[src/rtl/world_clock_pkg.sv]
// Shared constants for the world-clock local timekeeping stage.
package world_clock_pkg;
  localparam int FIELD_W     = 7;
  localparam int WC_W        = 3;
  localparam int SEC_MAX     = 59;
  localparam int MIN_MAX     = 59;
  localparam int HOUR_MAX    = 23;
  localparam int W_COUNT_MAX = 3;

  localparam logic [1:0] RUN_ST   = 2'd0;
  localparam logic [1:0] SET_HOUR = 2'd1;
  localparam logic [1:0] SET_MIN  = 2'd2;
endpackage

[src/rtl/world_time_counter_if.sv]
// Control/status bundle between the timekeeper and its user (buttons in, time out).
interface world_time_counter_if;
  import world_clock_pkg::*;
  logic               RUN;
  logic               MODE_BTN;
  logic               SET_BTN;
  logic               INC_BTN;
  logic [FIELD_W-1:0] SEC;
  logic [FIELD_W-1:0] MIN;
  logic [FIELD_W-1:0] HOUR;
  logic [WC_W-1:0]    W_COUNT;
  logic               SEC_TICK;
  logic [1:0]         SET_STATE;

  modport master (output RUN, MODE_BTN, SET_BTN, INC_BTN,
                  input  SEC, MIN, HOUR, W_COUNT, SEC_TICK, SET_STATE);
  modport slave  (input  RUN, MODE_BTN, SET_BTN, INC_BTN,
                  output SEC, MIN, HOUR, W_COUNT, SEC_TICK, SET_STATE);
endinterface

[src/rtl/mod_wrap_counter.sv]
// Modulo-(MAX+1) counter; carry is high on the increment that wraps MAX to 0.
module mod_wrap_counter #(
  parameter int MAX = 59,
  parameter int W   = 7
) (
  input  logic         clk,
  input  logic         rstn,
  input  logic         inc,
  input  logic         clr,
  output logic [W-1:0] value,
  output logic         carry
);
  localparam logic [W-1:0] MAXV = W'(MAX);

  logic [W-1:0] r_value;

  assign carry = inc && (r_value == MAXV);
  assign value = r_value;

  always_ff @(posedge clk) begin
    if (!rstn)     r_value <= '0;
    else if (clr)  r_value <= '0;
    else if (inc)  r_value <= carry ? '0 : r_value + 1'b1;
  end
endmodule

[src/rtl/world_time_counter.sv]
// Local 24h time of day with 1 Hz prescaler and city selector.
// Optional set-mode FSM enabled by defining WORLD_TIME_SET_EN.
module world_time_counter
  import world_clock_pkg::*;
#(
  parameter int CLK_DIV = 50_000_000
) (
  input  logic                 CLK,
  input  logic                 RESETN,
  world_time_counter_if.slave  bus
);
  localparam int PW = (CLK_DIV > 2) ? $clog2(CLK_DIV) : 1;
  localparam logic [PW-1:0] PRESC_MAX = PW'(CLK_DIV - 1);

  logic [PW-1:0]      r_presc;
  logic               r_sec_tick;
  logic [1:0]         w_state;
  logic               w_enter_set, w_leave_set, w_inc_hour, w_inc_min;
  logic               w_run_en, w_tick;
  logic [FIELD_W-1:0] w_sec, w_min, w_hour;
  logic [WC_W-1:0]    w_wc;
  logic               w_sec_carry, w_min_carry, w_hour_carry, w_wc_carry;
  logic               w_unused;

`ifdef WORLD_TIME_SET_EN
  logic [1:0] r_state;

  always_ff @(posedge CLK) begin
    if (!RESETN) r_state <= RUN_ST;
    else if (bus.SET_BTN) begin
      case (r_state)
        RUN_ST:   r_state <= SET_HOUR;
        SET_HOUR: r_state <= SET_MIN;
        default:  r_state <= RUN_ST;
      endcase
    end
  end

  assign w_state     = r_state;
  assign w_enter_set = bus.SET_BTN && (r_state == RUN_ST);
  assign w_leave_set = bus.SET_BTN && (r_state == SET_MIN);
  // SET_BTN has priority: a coincident INC_BTN is dropped
  assign w_inc_hour  = bus.INC_BTN && !bus.SET_BTN && (r_state == SET_HOUR);
  assign w_inc_min   = bus.INC_BTN && !bus.SET_BTN && (r_state == SET_MIN);
  assign w_unused    = &{1'b0, w_hour_carry, w_wc_carry};
`else
  assign w_state     = RUN_ST;
  assign w_enter_set = 1'b0;
  assign w_leave_set = 1'b0;
  assign w_inc_hour  = 1'b0;
  assign w_inc_min   = 1'b0;
  assign w_unused    = &{1'b0, w_hour_carry, w_wc_carry, bus.SET_BTN, bus.INC_BTN};
`endif

  assign w_run_en = bus.RUN && (w_state == RUN_ST);
  assign w_tick   = w_run_en && (r_presc == PRESC_MAX);

  always_ff @(posedge CLK) begin
    if (!RESETN) begin
      r_presc    <= '0;
      r_sec_tick <= 1'b0;
    end else begin
      r_sec_tick <= w_tick;
      if (w_tick || w_enter_set || w_leave_set) r_presc <= '0;
      else if (w_run_en)                        r_presc <= r_presc + 1'b1;
    end
  end

  mod_wrap_counter #(.MAX(SEC_MAX), .W(FIELD_W)) u_sec (
    .clk(CLK), .rstn(RESETN), .inc(w_tick), .clr(w_leave_set),
    .value(w_sec), .carry(w_sec_carry));

  mod_wrap_counter #(.MAX(MIN_MAX), .W(FIELD_W)) u_min (
    .clk(CLK), .rstn(RESETN), .inc((w_tick && w_sec_carry) || w_inc_min), .clr(1'b0),
    .value(w_min), .carry(w_min_carry));

  // Manual minute edits must not ripple into the hour
  mod_wrap_counter #(.MAX(HOUR_MAX), .W(FIELD_W)) u_hour (
    .clk(CLK), .rstn(RESETN),
    .inc((w_min_carry && (w_state == RUN_ST)) || w_inc_hour), .clr(1'b0),
    .value(w_hour), .carry(w_hour_carry));

  mod_wrap_counter #(.MAX(W_COUNT_MAX), .W(WC_W)) u_wc (
    .clk(CLK), .rstn(RESETN), .inc(bus.MODE_BTN), .clr(1'b0),
    .value(w_wc), .carry(w_wc_carry));

  assign bus.SEC       = w_sec;
  assign bus.MIN       = w_min;
  assign bus.HOUR      = w_hour;
  assign bus.W_COUNT   = w_wc;
  assign bus.SEC_TICK  = r_sec_tick;
  assign bus.SET_STATE = w_state;
endmodule
[src/flat_wrapper.sv]
// flat-port wrapper written by rule: the top's interface ports become plain ports
module world_time_counter_flat import world_clock_pkg::*;
#(
  parameter int CLK_DIV = 50_000_000
)
  (CLK, RESETN, bus_RUN, bus_MODE_BTN, bus_SET_BTN, bus_INC_BTN, bus_SEC, bus_MIN, bus_HOUR, bus_W_COUNT, bus_SEC_TICK, bus_SET_STATE);
  world_time_counter_if bus_i ();
  input  logic CLK;
  input  logic RESETN;
  input wire logic [$bits(bus_i.RUN)-1:0] bus_RUN;
  input wire logic [$bits(bus_i.MODE_BTN)-1:0] bus_MODE_BTN;
  input wire logic [$bits(bus_i.SET_BTN)-1:0] bus_SET_BTN;
  input wire logic [$bits(bus_i.INC_BTN)-1:0] bus_INC_BTN;
  output wire logic [$bits(bus_i.SEC)-1:0] bus_SEC;
  output wire logic [$bits(bus_i.MIN)-1:0] bus_MIN;
  output wire logic [$bits(bus_i.HOUR)-1:0] bus_HOUR;
  output wire logic [$bits(bus_i.W_COUNT)-1:0] bus_W_COUNT;
  output wire logic [$bits(bus_i.SEC_TICK)-1:0] bus_SEC_TICK;
  output wire logic [$bits(bus_i.SET_STATE)-1:0] bus_SET_STATE;
  assign bus_i.RUN = bus_RUN;
  assign bus_i.MODE_BTN = bus_MODE_BTN;
  assign bus_i.SET_BTN = bus_SET_BTN;
  assign bus_i.INC_BTN = bus_INC_BTN;
  assign bus_SEC = bus_i.SEC;
  assign bus_MIN = bus_i.MIN;
  assign bus_HOUR = bus_i.HOUR;
  assign bus_W_COUNT = bus_i.W_COUNT;
  assign bus_SEC_TICK = bus_i.SEC_TICK;
  assign bus_SET_STATE = bus_i.SET_STATE;
  world_time_counter #(.CLK_DIV(CLK_DIV)) u_core (.CLK(CLK), .RESETN(RESETN), .bus(bus_i));
endmodule
[config.mk]
export PLATFORM = sky130hd
export DESIGN_NAME = world_time_counter_flat
export DESIGN_NICKNAME = d
export VERILOG_FILES = /design/src/rtl/world_clock_pkg.sv /design/src/rtl/world_time_counter_if.sv /design/src/rtl/mod_wrap_counter.sv /design/src/rtl/world_time_counter.sv /design/src/flat_wrapper.sv
export SDC_FILE = /design/constraint.sdc
export NUM_CORES = 1
export LEC_CHECK = 0
export CAP_MARGIN = 25
export CORE_UTILIZATION = 45
export DETAILED_ROUTE_END_ITERATION = 8
export GPL_TIMING_DRIVEN = 0
export PLACE_DENSITY = 0.68
export SKIP_LAST_GASP = 1
export SLEW_MARGIN = 20
export SYNTH_ARGS = -nofsm -noshare
export SYNTH_HDL_FRONTEND = slang
export SYNTH_SLANG_ARGS = --single-unit
[constraint.sdc]
create_clock -name CLK -period 2.1 [get_ports CLK]
set_input_delay 0.63 -clock CLK [delete_from_list [all_inputs] [get_ports CLK]]
set_output_delay 0.63 -clock CLK [all_outputs]
set_load 0.03 [all_outputs]
==> results by group, run 1 <==
Clocking
  – CTS tree: built
  – H-tree depth: 2
  – Sink Count: between 50 and 60
  – Worst-path clk slew: roughly 0.090 ns
  – Clk_lat worst skew: around 0.30 ns
  – Cts bufs inserted: 5
  – Max clock buf depth: 2
  – Clock tree root driver cell: clkbuf_8
  – Cts hold-fix bufs: 0

STA
  – RSZ-0062 raised after global routing: yes
  – Actual slew at the worst max-slew pin: a little under 0.7 ns
  – Pins over their slew limit: 0
  – Achievable frequency: between 400 and 500 MHz
  – Hold violation count in the final report: 0
  – Rel. slew slack: 0.548
  – Hold slack: 0.447 ns
  – Final min period: slightly above 2 ns
  – Final period utilization: 0.987
  – Fin Clk Skew: 0.00718 ns
  – Endpoints failing setup: 0

Cells and area
  – Fin util: 0.600
  – Share of layout cells above drive strength 1: 0.177
  – Inserted Diodes: 0
  – Layout area overhead: 25.5%
  – Nets: 337

Detailed routing
  – Wirelength per Cell: 13.4 um
  – Detailed Route WL: 5310 um
  – Via count: 2151
  – DRC viols: 0
  – Vias per inst: ~5.4
  – Initial drt markers: 100
  – TritonRoute pass-1 iters: 4
  – Routed Antenna Nets: 0

Global routing
  – Number of global-route vias before repair: 1915
  – GRT Util Overall: 0.182
  – First-pass GRT wire length: between 8000 and 9000 um
  – Antenna violations before repair: 0
  – Largest net degree at the start of global routing: 15
  – GR Overflow Total: 0

Power and ir drop
  – P_sw: 0.363 mW
  – Power share of the clock group: 0.346
  – Total Power: between 1.5 and 2 mW
  – Int Pwr: 1.23 mW
  – Pleak: ~1.2 nW
  – Sequential power share: 0.613
  – Switching Share: 0.228
  – Worst IR Drop VDD: 0.367 mV
  – Combinational share of power: 0.040
  – Power Density: about 510 nW/um^2

Logic synthesis
  – Cell type with the highest aggregate area in the netlist: dfxtp_1
  – Synth Register Bits: between 50 and 60
  – Post-synth EDFFs: 0
  – Post-synthesis sequential area ratio: 0.410
  – Post-Syn Area: 2490 um^2
  – Synth warn: 0
  – Top_reg_cell synth: dfxtp_1
  – Yosys cell types: a little under 50
  – Top cells by instance count after synthesis: 51 x dfxtp_1, 43 x nor2_1, 20 x nand2_1, 19 x nand3_1, 15 x nand4_1
  – Syn_area_per_cell: just under 9 um^2
  – Asr flop ratio synth: 0
  – Post-synthesis cell count: ~280
  – Post-synth top area share: 0.410
  – Top-count cell post-synth: dfxtp_1
  – Ranking of synthesized cells by area: dfxtp_1 41%, nor2_1 6.5%, xnor2_1 4.6%, xor2_1 4.6%, nand3_1 3.8%

Critical path
  – Critical Path RT: 1.47 ns
  – Setup CP Type: flip-flop to primary output
  – R2R Path End: u_core.u_min.value[4]
  – Crit path cell chain: clkdlybuf4s50_1
  – Peak fanout along the critical path: 5
  – R2r startpoint: u_core.u_sec.value[0]
  – Sum of buffers and inverters on the critical path: 1
  – CP Capture Type: primary output
  – Number of cells on the critical path: 1
  – Worst path max stage delay: 0.71 ns
  – Family with the most delay on the worst path: buffers and inverters
  – CP startpoint kind: flip-flop
  – Reg2Reg Setup Slack: around 0.05 ns
  – R2r worst-path depth: 7
  – Slowest cell on the critical path: clkdlybuf4s50_1
  – Arrival time at the worst endpoint: around 1.4 ns

Floorplanning
  – Die Y: 76.4 um
  – Core area: 5200 um^2
  – Starting density of the core: 0.478
  – Row count: 26
  – I/O pins: 33
  – Die W: 76.4 um
  – Die Area: just under 6000 um^2

Placed design
  – IO Port Bufs: 28
  – Detailed Place HPWL: about 3500 um
  – Gpl congestion: ~0.73

Worst hold path
  – Hold_sp: u_core.u_wc.value[2]
  – Worst Hold Depth: 2
  – Worst hold path class: flip-flop to flip-flop
  – WHS Endpoint: u_core.u_wc.value[2]

Status
  – Outcome: completed

Job
  – Max Cap Viol: 0
flip-flops by register name, summed over array words and instances, names as in the netlist:
register	cells
u_core.u_wc.value	3
u_core.u_sec.value	7
u_core.u_min.value	7
u_core.r_presc	26
u_core.u_hour.value	7
u_core.bus.SEC_TICK	1
routing by layer:
layer	vias to the layer above	GRT usage	wire length, um
met5	-	0	0
met4	0	0.0712	89
met3	11	0.0359	182
met2	50	0.310	2570
met1	993	0.224	2460
li1	1097	-	-
cells in the final DEF (no fill, tap or decap), types with 4 or more instances in the layout:
cell | synthesis | final
nor3_2 | 4 | 5
dfxtp_1 | 51 | 45
inv_1 | 5 | 5
mux2i_1 | 5 | 5
xnor2_1 | 13 | 13
dlymetal6s2s_1 | 0 | 5
buf_4 | 2 | 10
buf_2 | 3 | 4
nor2_1 | 43 | 43
xor2_1 | 13 | 13
nand3_1 | 19 | 19
nand4_1 | 15 | 15
clkbuf_8 | 0 | 5
dfxtp_4 | 0 | 4
a21oi_1 | 10 | 9
nand2_1 | 20 | 19
clkbuf_1 | 5 | 6
o21ai_0 | 5 | 5
clkdlybuf4s50_1 | 0 | 19
kinds of logic after synthesis:
logic type	Yosys count	synth area share
buffers and inverters	15	0.0271
AO/OA/AOI/OAI	33	0.0850
flip-flops	51	0.410
XOR/XNOR	26	0.0915
multiplexers	6	0.0246
AND/OR/NAND/NOR	145	0.335
adder cells (fa/ha/maj)	5	0.0251
other	1	0.00151
metrics by stage:
step	setup TNS [ns]	instances	cell area [um^2]	setup slack [ns]
finish	0	397	3120	0.0269
global route	-0.323	397	3120	-0.0795
CTS	-0.0841	391	2980	-0.0338
detailed placement	-34.57	381	2870	-0.934
global placement	-33.19	381	2870	-0.912
floorplan	0	283	2500	0.00612
repair_timing:
item	in CTS	in global routing
setup endpoints to repair	51	40
endpoints found under the hold margin	0	0
cloned	0	1
gates resized for setup	10	32
pin swaps	1	5
buffers inserted	2	6
area by class of cell:
| cell class | count | area [um^2] |
|---|---|---|
| fill | 443 | 2080 |
| inverter | 5 | 18.8 |
| multi-input combinational | 217 | 1500 |
| clock inverter | 1 | 5.00 |
| clock buffer | 7 | 76.3 |
| timing repair buffer | 37 | 349 |
| buffer | 9 | 51.3 |
| tap | 70 | 87.6 |
| sequential | 51 | 1040 |
power groups by stage:
| stage | clock [mW] | sequential (mW) | combinational (mW) |
|---|---|---|---|
| after detailed placement | 0 | 1.00 | 0.0651 |
| after global routing | 0.613 | 0.977 | 0.0706 |
| after floorplan | 0 | 1.01 | 0.0365 |
| after global placement | 0 | 1.00 | 0.0646 |
| after CTS | 0.565 | 0.980 | 0.0649 |
| final | 0.551 | 0.975 | 0.0643 |
how the worst max path moves through the flow:
stage	end	start
after floorplan	u_core.u_hour.value[4]	u_core.u_min.value[0]
after global placement	u_core.r_presc[15]	bus_RUN
final	bus_MIN[6]	u_core.u_min.value[6]
after global routing	u_core.u_min.value[4]	u_core.r_presc[8]
after CTS	u_core.u_min.value[4]	u_core.u_sec.value[0]
after detailed placement	u_core.r_presc[9]	bus_RUN
(Power assumes the default switching activity.)
==> run 2, diff against run 1 <==
Settings changed: TNS_END_PERCENT set to 5.
==> results by group, run 2 (same netlist as run 1, synthesis figures left out) <==
Floorplanning
  – I/O pins: 33 (unchanged)
  – Core area: 5200 um^2 (unchanged)
  – Starting density of the core: 0.478 (unchanged)
  – Die Y: 76.4 um (unchanged)
  – Row count: 26 (unchanged)
  – Die Area: 5830 um^2 (unchanged)
  – Die W: 76.4 um (unchanged)

STA
  – RSZ-0062 raised after global routing: yes
  – Fin Clk Skew: 0.00575 ns (-0.00142 ns)
  – Hold violation count in the final report: 0 (unchanged)
  – Final period utilization: 1.03 (+0.0401)
  – Pins over their slew limit: 0 (unchanged)
  – Hold slack: 0.441 ns (-0.00573 ns)
  – Rel. slew slack: 0.549 (+0.00133)
  – Achievable frequency: 464 MHz (-3.9%)
  – Final worst-path setup slack: -0.0573 ns (-0.0841 ns)
  – Actual slew at the worst max-slew pin: 0.671 ns (-0.00198 ns)
  – Final min period: 2.16 ns (+0.0841 ns)
  – Endpoints failing setup: 5 (+5)

Global routing
  – Largest net degree at the start of global routing: 15 (unchanged)
  – Grt peak-use layer: met2
  – Met1 Usage GRT: 0.231 (+0.00714)
  – GRT met2 Usage: 0.316 (+0.00631)
  – First-pass GRT wire length: 8890 um (+3.0%)
  – Antenna violations before repair: 0 (unchanged)
  – GRT Util Overall: 0.189 (+0.00671)
  – Number of global-route vias before repair: 1961 (+2.4%)
  – GR Overflow Total: 0 (unchanged)
  – GR met3 Demand/Resource: 0.0347 (-0.00120)

Critical path
  – Crit path cell chain: clkdlybuf4s50_1
  – Family with the most delay on the worst path: buffers and inverters
  – CP startpoint kind: flip-flop
  – Slowest cell on the critical path: clkdlybuf4s50_1
  – Peak fanout along the critical path: 9 (+4)
  – R2r worst-path depth: 5 (-2)
  – Worst Setup SP: u_core.u_sec.value[3]
  – Critical Path RT: 1.47 ns (about the same)
  – R2R Path End: u_core.u_hour.value[4]
  – Reg2Reg Setup Slack: -0.02 ns (-0.07 ns)
  – R2r startpoint: u_core.u_min.value[0]
  – Sum of buffers and inverters on the critical path: 1 (unchanged)
  – Worst path max stage delay: 0.73 ns (+0.02 ns)
  – Setup CP Type: flip-flop to primary output
  – CP Capture Type: primary output
  – Arrival time at the worst endpoint: 1.53 ns (+0.09 ns)

Detailed routing
  – Vias per inst: 5.50 (+1.4%)
  – Detailed Route WL: 5130 um (-3.4%)
  – Routed Antenna Nets: 0 (unchanged)
  – TritonRoute pass-1 iters: 4 (unchanged)
  – Via count: 2127 (-1.1%)
  – Wirelength per Cell: 13.3 um (-0.93%)
  – DRC viols: 0 (unchanged)
  – Initial drt markers: 97 (-3.0%)

Cells and area
  – Share of layout cells above drive strength 1: 0.123 (-0.0543)
  – Most common cell after layout, fill and taps aside: dfxtp_1
  – Commonest non-fill, non-tap cells in the layout: 47 x dfxtp_1, 43 x nor2_1, 26 x clkdlybuf4s50_1, 20 x nand2_1, 19 x nand3_1
  – Inserted Diodes: 0 (unchanged)
  – Top reg by flops: u_core.r_presc
  – Nets: 328 (-2.7%)
  – Layout area overhead: 19.6%
  – Largest register FFs: 26 (unchanged)

Power and ir drop
  – Pleak: 1.01 nW (-13%)
  – Worst IR Drop VDD: 0.404 mV (+9.9%)
  – Power Density: 542 nW/um^2 (+6.5%)
  – Total Power: 1.61 mW (+1.5%)

Status
  – Outcome: finished with violations
  – Failing checks: negative setup slack

Clocking
  – CTS tree: built
  – Cts bufs inserted: 5 (unchanged)
  – Clk_lat worst skew: 0.31 ns (about the same)
  – H-tree depth: 2 (unchanged)
  – Sink Count: 51 (unchanged)
  – Worst-path clk slew: 0.09 ns (about the same)
  – Clock tree root driver cell: clkbuf_8
  – Max clock buf depth: 2 (unchanged)

Placed design
  – Detailed Place HPWL: 3680 um (+3.7%)
  – Gpl congestion: 0.782 (+6.4%)
  – IO Port Bufs: 28 (unchanged)

Worst hold path
  – Worst Hold Depth: 2 (unchanged)
  – WHS Endpoint: u_core.u_wc.value[2]
  – Hold_sp: u_core.u_wc.value[2]
  – Worst hold path class: flip-flop to flip-flop

Job
  – Max Cap Viol: 0 (unchanged)
==> run 2: cell types whose count changed in the layout (fill, tap and decap cells not counted), moves of 3 or more <==
cell,change
buf_4,-7
clkbuf_1,-3
clkdlybuf4s50_1,+7
dfxtp_4,-4
dlymetal6s2s_1,-5
==> run 2: per-stage QoR <==
stage | cell area, um^2 | cells | worst slack [ns] | TNS (ns) | utilization
2_1_floorplan | 2490 | 283 | -0.0292 | -0.0568 | -
3_3_place_gp | 2860 | 381 | -0.922 | -33.73 | 0.550
3_5_place_dp | 2860 | 381 | -0.985 | -36.23 | 0.550
4_1_cts | 2960 | 389 | -0.0501 | -0.312 | 0.569
5_1_grt | 2980 | 387 | -0.113 | -1.13 | 0.572
6_report | 2980 | 387 | -0.0573 | -0.113 | 0.572
==> run 2: layer usage <==
| layer | vias up | part of all wire |
|---|---|---|
| li1 | 1082 | - |
| met1 | 998 | 0.48 |
| met2 | 38 | 0.47 |
| met3 | 9 | 0.027 |
| met4 | 0 | 0.018 |
| met5 | - | 0 |
==> run 2: what timing repair did <==
action | 4_1_cts | 5_1_grt
endpoints found under the setup margin | 51 | 49
setup buffers | 1 | 0
resized for setup | 6 | 6
pin swaps | 1 | 0
hold buffers | 0 | 0
==> run 2: worst max-delay path by stage <==
stage | slack (ns) | cells after the start | endpoint
5_1_grt | -0.11 | 7 | u_core.u_min.value[4]
4_1_cts | -0.05 | 1 | bus_SEC[3]
2_1_floorplan | -0.03 | 7 | u_core.u_min.value[6]
3_3_place_gp | -0.92 | 7 | u_core.r_presc[14]
6_report | -0.06 | 1 | bus_SEC[3]
3_5_place_dp | -0.99 | 7 | u_core.r_presc[10]
==> run 2: tightest hold or removal path: cells and delay by family (launching register included) <==
family | cells | cell delay (ns)
DFF | 1 | 0.32
and+or+nand+nor | 1 | 0.05
AOI/OAI and AO/OA | 1 | 0.03
==> run 2: where the power goes <==
part	internal [mW]	switching (mW)	total (mW)
clock	0.259	0.313	0.572
sequential	0.973	0.00663	0.980
combinational	0.0239	0.0389	0.0628
total	1.26	0.358	1.61
==> run 2: cell type report <==
type / instances / area [um^2]
Timing Repair Buffer: 29 / 282
Fill cell: 478 / 2230
Clock buffer: 6 / 82.6
Inverter: 5 / 18.8
Multi-Input combinational cell: 217 / 1430
Buffer: 8 / 41.3
Clock inverter: 1 / 5.00
Tap cell: 70 / 87.6
Sequential cell: 51 / 1030
